[src/rtl/branch_pkg.sv]
// Shared types and constants for the branch/jump resolution sequencer and its BRU.
package branch_pkg;

  typedef enum logic [1:0] {
    OP_BR   = 2'd0,
    OP_JAL  = 2'd1,
    OP_JALR = 2'd2
  } op_e;

  typedef enum logic [1:0] {
    ST_IDLE   = 2'd0,
    ST_WAIT   = 2'd1,
    ST_REDIR  = 2'd2,
    ST_RETIRE = 2'd3
  } state_e;

  localparam logic [2:0] F_BEQ  = 3'b000;
  localparam logic [2:0] F_BNE  = 3'b001;
  localparam logic [2:0] F_BLT  = 3'b100;
  localparam logic [2:0] F_BGE  = 3'b101;
  localparam logic [2:0] F_BLTU = 3'b110;
  localparam logic [2:0] F_BGEU = 3'b111;

  // Encoding 3 is reserved and behaves as a conditional branch.
  function automatic op_e decode_op(input logic [1:0] raw);
    case (raw)
      2'd1:    decode_op = OP_JAL;
      2'd2:    decode_op = OP_JALR;
      default: decode_op = OP_BR;
    endcase
  endfunction

endpackage

[src/rtl/branch_ctrl_bru.sv]
// Branch resolution unit: evaluates a funct3 branch condition on two operands.
module branch_ctrl_bru
  import branch_pkg::*;
#(
  parameter int XLEN = 32
) (
  input  logic [XLEN-1:0] src1,
  input  logic [XLEN-1:0] src2,
  input  logic [2:0]      funct,
  output logic            jump_en
);

  always_comb begin
    jump_en = 1'b0;
    case (funct)
      F_BEQ:   jump_en = (src1 == src2);
      F_BNE:   jump_en = (src1 != src2);
      F_BLT:   jump_en = ($signed(src1) <  $signed(src2));
      F_BGE:   jump_en = ($signed(src1) >= $signed(src2));
      F_BLTU:  jump_en = (src1 <  src2);
      F_BGEU:  jump_en = (src1 >= src2);
      default: jump_en = 1'b0;
    endcase
  end

endmodule

[src/rtl/branch_ctrl.sv]
// Branch/jump sequencer: waits for operands, resolves the real next PC, redirects
// the IFU on a mispredict, then retires the link value and keeps perf counters.
//
// Handshakes: a transfer happens on a rising clock edge where valid and ready are
// both high; valid never drops and its payload never changes before that edge,
// except when flush aborts the operation.
module branch_ctrl
  import branch_pkg::*;
#(
  parameter int XLEN  = 32,
  parameter int CNT_W = 32
) (
  input  logic             clock,
  input  logic             reset_n,
  input  logic             flush,
  input  logic             in_valid,
  output logic             in_ready,
  input  logic [1:0]       in_op,
  input  logic [2:0]       in_funct,
  input  logic [XLEN-1:0]  in_pc,
  input  logic [XLEN-1:0]  in_imm,
  input  logic             in_pred_taken,
  input  logic [XLEN-1:0]  in_pred_target,
  input  logic             src1_ok,
  input  logic             src2_ok,
  input  logic [XLEN-1:0]  src1,
  input  logic [XLEN-1:0]  src2,
  output logic             redirect_valid,
  input  logic             redirect_ready,
  output logic [XLEN-1:0]  redirect_pc,
  output logic             out_valid,
  input  logic             out_ready,
  output logic             out_wen,
  output logic [XLEN-1:0]  out_link,
  output logic [CNT_W-1:0] br_cnt,
  output logic [CNT_W-1:0] miss_cnt,
  output state_e           dbg_state
);

  state_e            state_q, state_d;
  op_e               op_q;
  logic [2:0]        funct_q;
  logic [XLEN-1:0]   pc_q, imm_q, pred_target_q;
  logic              pred_taken_q;
  logic [XLEN-1:0]   redirect_pc_q, out_link_q;
  logic              out_wen_q;
  logic [CNT_W-1:0]  br_cnt_q, miss_cnt_q;

  logic              accept, operands_ok, resolve;
  logic              jump_en, taken, mispredict;
  logic [XLEN-1:0]   target, next_pc, link, jalr_sum;

  assign in_ready    = (state_q == ST_IDLE) && !flush;
  assign accept      = in_valid && in_ready;
  // JAL carries no register operands, so it resolves on its first WAIT cycle.
  assign operands_ok = (op_q == OP_JAL) || (src1_ok && (src2_ok || (op_q != OP_BR)));
  assign resolve     = (state_q == ST_WAIT) && operands_ok && !flush;

  branch_ctrl_bru #(.XLEN(XLEN)) u_bru (
    .src1    (src1),
    .src2    (src2),
    .funct   (funct_q),
    .jump_en (jump_en)
  );

  assign jalr_sum = src1 + imm_q;
  assign link     = pc_q + XLEN'(4);

  always_comb begin
    taken  = 1'b1;
    target = pc_q + imm_q;
    case (op_q)
      OP_BR:   taken  = jump_en;
      OP_JALR: target = {jalr_sum[XLEN-1:1], 1'b0};
      default: ;
    endcase
    next_pc    = taken ? target : link;
    mispredict = (taken != pred_taken_q) || (taken && (target != pred_target_q));
  end

  always_comb begin
    state_d = state_q;
    case (state_q)
      ST_IDLE:   if (accept)         state_d = ST_WAIT;
      ST_WAIT:   if (operands_ok)    state_d = mispredict ? ST_REDIR : ST_RETIRE;
      ST_REDIR:  if (redirect_ready) state_d = ST_RETIRE;
      ST_RETIRE: if (out_ready)      state_d = ST_IDLE;
      default:                       state_d = ST_IDLE;
    endcase
    if (flush) state_d = ST_IDLE;
  end

  always_ff @(posedge clock or negedge reset_n) begin
    if (!reset_n) begin
      state_q       <= ST_IDLE;
      op_q          <= OP_BR;
      funct_q       <= '0;
      pc_q          <= '0;
      imm_q         <= '0;
      pred_taken_q  <= 1'b0;
      pred_target_q <= '0;
      redirect_pc_q <= '0;
      out_link_q    <= '0;
      out_wen_q     <= 1'b0;
      br_cnt_q      <= '0;
      miss_cnt_q    <= '0;
    end else begin
      state_q <= state_d;
      if (accept) begin
        op_q          <= decode_op(in_op);
        funct_q       <= in_funct;
        pc_q          <= in_pc;
        imm_q         <= in_imm;
        pred_taken_q  <= in_pred_taken;
        pred_target_q <= in_pred_target;
      end
      if (resolve) begin
        redirect_pc_q <= next_pc;
        out_link_q    <= link;
        out_wen_q     <= (op_q != OP_BR);
        if (op_q == OP_BR) br_cnt_q   <= br_cnt_q + CNT_W'(1);
        if (mispredict)    miss_cnt_q <= miss_cnt_q + CNT_W'(1);
      end
    end
  end

  assign redirect_valid = (state_q == ST_REDIR);
  assign out_valid      = (state_q == ST_RETIRE);
  assign redirect_pc    = redirect_pc_q;
  assign out_link       = out_link_q;
  assign out_wen        = out_wen_q;
  assign br_cnt         = br_cnt_q;
  assign miss_cnt       = miss_cnt_q;
  assign dbg_state      = state_q;

endmodule

[config.mk]
export PLATFORM = sky130hd
export DESIGN_NAME = branch_ctrl
export DESIGN_NICKNAME = d
export VERILOG_FILES = /design/src/rtl/branch_pkg.sv /design/src/rtl/branch_ctrl_bru.sv /design/src/rtl/branch_ctrl.sv
export SDC_FILE = /design/constraint.sdc
export NUM_CORES = 1
export LEC_CHECK = 0
export CAP_MARGIN = 20
export CORE_ASPECT_RATIO = 1.75
export CORE_MARGIN = 3
export CORE_UTILIZATION = 48
export DETAILED_ROUTE_END_ITERATION = 12
export HOLD_SLACK_MARGIN = 0.06
export MAX_ROUTING_LAYER = met4
export PLACE_DENSITY = 0.79
export SYNTH_ARGS = -nofsm -noshare
export SYNTH_HDL_FRONTEND = slang
export SYNTH_SLANG_ARGS = --single-unit
[constraint.sdc]
create_clock -name clock -period 4.26 [get_ports clock]
set_input_delay 0.852 -clock clock [delete_from_list [all_inputs] [get_ports clock]]
set_output_delay 0.852 -clock clock [all_outputs]
set_load 0.05 [all_outputs]
==> results.toml <==
[status]
outcome = "complete, but fails checks"
violations = "negative setup slack"

[grt]
grt_use_met3_pct = 2.66
grt_remaining_overflow = 0
top_usage_layer = "met2"
antenna_found_initial = 2
grt.total_usage_pct = 32.1
grt_pass1_vias = 16100
grt_max_degree = 92
gr-usage-met2_pct = 58.4
grtUsageMet1_pct = 35.6
grt_pass1_wl_mm = 86.8

[logic_synthesis]
synth_edf_count = 0
yosysSeqAreaShare_pct = 36.4
ys_warn_count = 0
synth_flop_cell = "dfrtp_1"
synth.most_common_cell = "dfrtp_1"
synth_nets = 2016
async_reset_ff_share_pct = 100
synth_top_cells_by_count = "233 x dfrtp_1, 210 x nand2_1, 115 x nor2_1, 109 x mux2_2, 107 x a21oi_1"
ys_ff_latch = 233
ys_types = 92
netlist_area_sq_mm = 0.0160
netlist.area_leader.share_pct = 36.4
synth_top_cell_by_area = "dfrtp_1"
synthCells = 1740
yosys-top-cells-area = "dfrtp_1 36%, ha_1 7.8%, mux2_2 7.7%"
avgSynthCellArea_sq_um = 9.20

[timing]
slew_headroom_pct = 49.3
fmax_mhz = 234
tightest_slew_ps = 760
finalSetupViolations = 4
rsz0062_at_grt = "true"
worst_slack_ps = -10.0
final.setup.tns_ps = -15.3
drv_slew = 0
post-route-period-util_pct = 100
hold_violations = 0
min_period_ps = 4270
clock_skew_ps = 13.6

[clock_tree]
clock-root-buffer = "clkbuf_16"
worstSkewPairLatency_ps = 520
cts_made_buffers = 23
clockBufferDepth = 3
clk_pin_slew_ps = 60
cts_htree_levels = 1
tritoncts = "done"
cts.sinks = 233

[setup_path]
critPathLaunchType = "input pin"
crit_fanout = 8
r2r_slack_ps = 50
r2r_end = "miss_cnt[24]$_DFFE_PN0P_"
crit_type = "in2reg"
r2r_cells = 15
r2r_start = "imm_q[15]$_DFFE_PN0P_"
cp-end-kind = "flip-flop"
cp_data_arrival_time_ps = 4640
critical_path_required_ps = 4630

[route]
viasPerCell = 5.76
final_antenna_net_count = 0
routed_wl_mm = 58.2
drt_pass1_iterations = 5
first_iter_violations = 913
wl_per_cell_um = 21.3
vias = 15700
drc = 0

[place]
numPortBuffers = 307
dp_hpwl_mm = 46.1
pre_cts_ws_ps = -978
dp.cells = 2667
gp_congestion = 0.948

[power_and_ir_drop]
powerDensity_mw_per_mm2 = 942
power_uw = 21900
ir_drop_uv = 617
leakage_uw = 0.0105

[cells_and_area]
area_growth_pct = 45.5
final_core_util_pct = 71.5
drive_gt1_share_pct = 26.1
instances_no_fill = 2726
fill_cells = 2410
fin_nets = 2585

[die]
die_w_um = 144
core-area_sq_mm = 0.0325
initial_core_util_pct = 49.2
fp.dieH_um = 248
die_area_sq_mm = 0.0357
rows = 87
pin_count = 308

[min_path]
hp-class = "in2async"

[flow_run]
maxCapViolations = 0
## layout make-up
class	count	area (sq um)	area share (%)
Timing Repair Buffer	620	5560	23.9
Clock inverter	8	124	0.532
Sequential cell	233	5830	25.1
Tap cell	400	500	2.15
Inverter	63	236	1.02
Clock buffer	31	656	2.82
Multi-Input combinational cell	1368	10400	44.5
Antenna cell	3	7.51	0.0323
## per-stage QoR
| stage | hold slack [ps] | cell area [sq um] |
|---|---|---|
| after floorplan | 479 | 16000 |
| after global placement | 457 | 21600 |
| after detailed placement | 467 | 21600 |
| after CTS | 295 | 22600 |
| after global routing | 315 | 23300 |
| final | 276 | 23300 |
## cells in the final DEF (no fill, tap or decap), types with 25 or more instances in the layout
cell and count:
clkdlybuf4s50_1 288, buf_4 303, xor2_1 90, nand4_1 42, a21oi_1 87, dfrtp_1 230, ha_1 76, nor3_1 25
nand3_1 52, nor2_1 111, inv_1 62, o21ai_0 96, nand2_1 202, mux2_2 108, xnor2_1 79
## critical path, cell delays in order
cell and delay (ps):
clkdlybuf4s50_1 440, ha_1 330, nand2_2 130, buf_4 130, nor2_1 50, a21oi_2 200
buf_4 140, o211ai_1 110, buf_4 190, a21o_1 160, a21oi_2 160, a21oi_2 90
xor2_1 180, or4_4 590, nor4_4 300, buf_6 200, buf_6 150, nor4_2 60
xor2_1 160
## sequential cells by signal, summed over array words and instances, names as in the netlist, 3 cells and up
name	flops
imm_q	32
br_cnt	32
pc_q	32
out_link	32
pred_target_q	32
miss_cnt	32
funct_q	3
redirect_pc	32
## what timing repair did
action	in CTS	in global routing
hold buffers	0	0
cloned	0	2
buffers inserted	4	11
resized for setup	47	114
pin swaps	14	39
endpoints found under the setup margin	33	35
## how the worst max path moves through the flow
stage,from,endpoint,slack (ps),cells after the start
after global placement,src1[20],miss_cnt[3]$_DFFE_PN0P_,-890,18
final,src1[17],miss_cnt[24]$_DFFE_PN0P_,-10,19
after CTS,src1[1],miss_cnt[4]$_DFFE_PN0P_,-4,19
after floorplan,src1[2],miss_cnt[23]$_DFFE_PN0P_,50,14
after detailed placement,src1[2],miss_cnt[4]$_DFFE_PN0P_,-980,18
after global routing,pc_q[0]$_DFFE_PN0P_,miss_cnt[23]$_DFFE_PN0P_,-90,21
## layer usage
layer	share of wire, %	up-vias
met2	53	537
met3	4.4	155
met5	0	-
li1	-	7389
met1	37	7633
met4	5.0	0
## cells by family (layout without fill, tap and decap cells)
| logic type | Yosys count | after routing | share of synthesized area, % |
|---|---|---|---|
| fa+ha+maj | 102 | 102 | 8.07 |
| compound gates | 391 | 391 | 15.8 |
| simple gates | 576 | 577 | 17.6 |
| flops | 233 | 233 | 36.4 |
| mux | 121 | 121 | 8.43 |
| xor+xnor | 177 | 177 | 10.1 |
| other cells | 0 | 3 | 0 |
| buf+inv | 140 | 722 | 3.58 |
## power by group
| part | switching (uW) | internal [uW] | leakage (uW) |
|---|---|---|---|
| Clock | 879 | 1260 | 0.000378 |
| Sequential | 963 | 3020 | 0.00291 |
| Combinational | 8480 | 7320 | 0.00723 |
No activity file was read; power rests on OpenSTA's default activity.
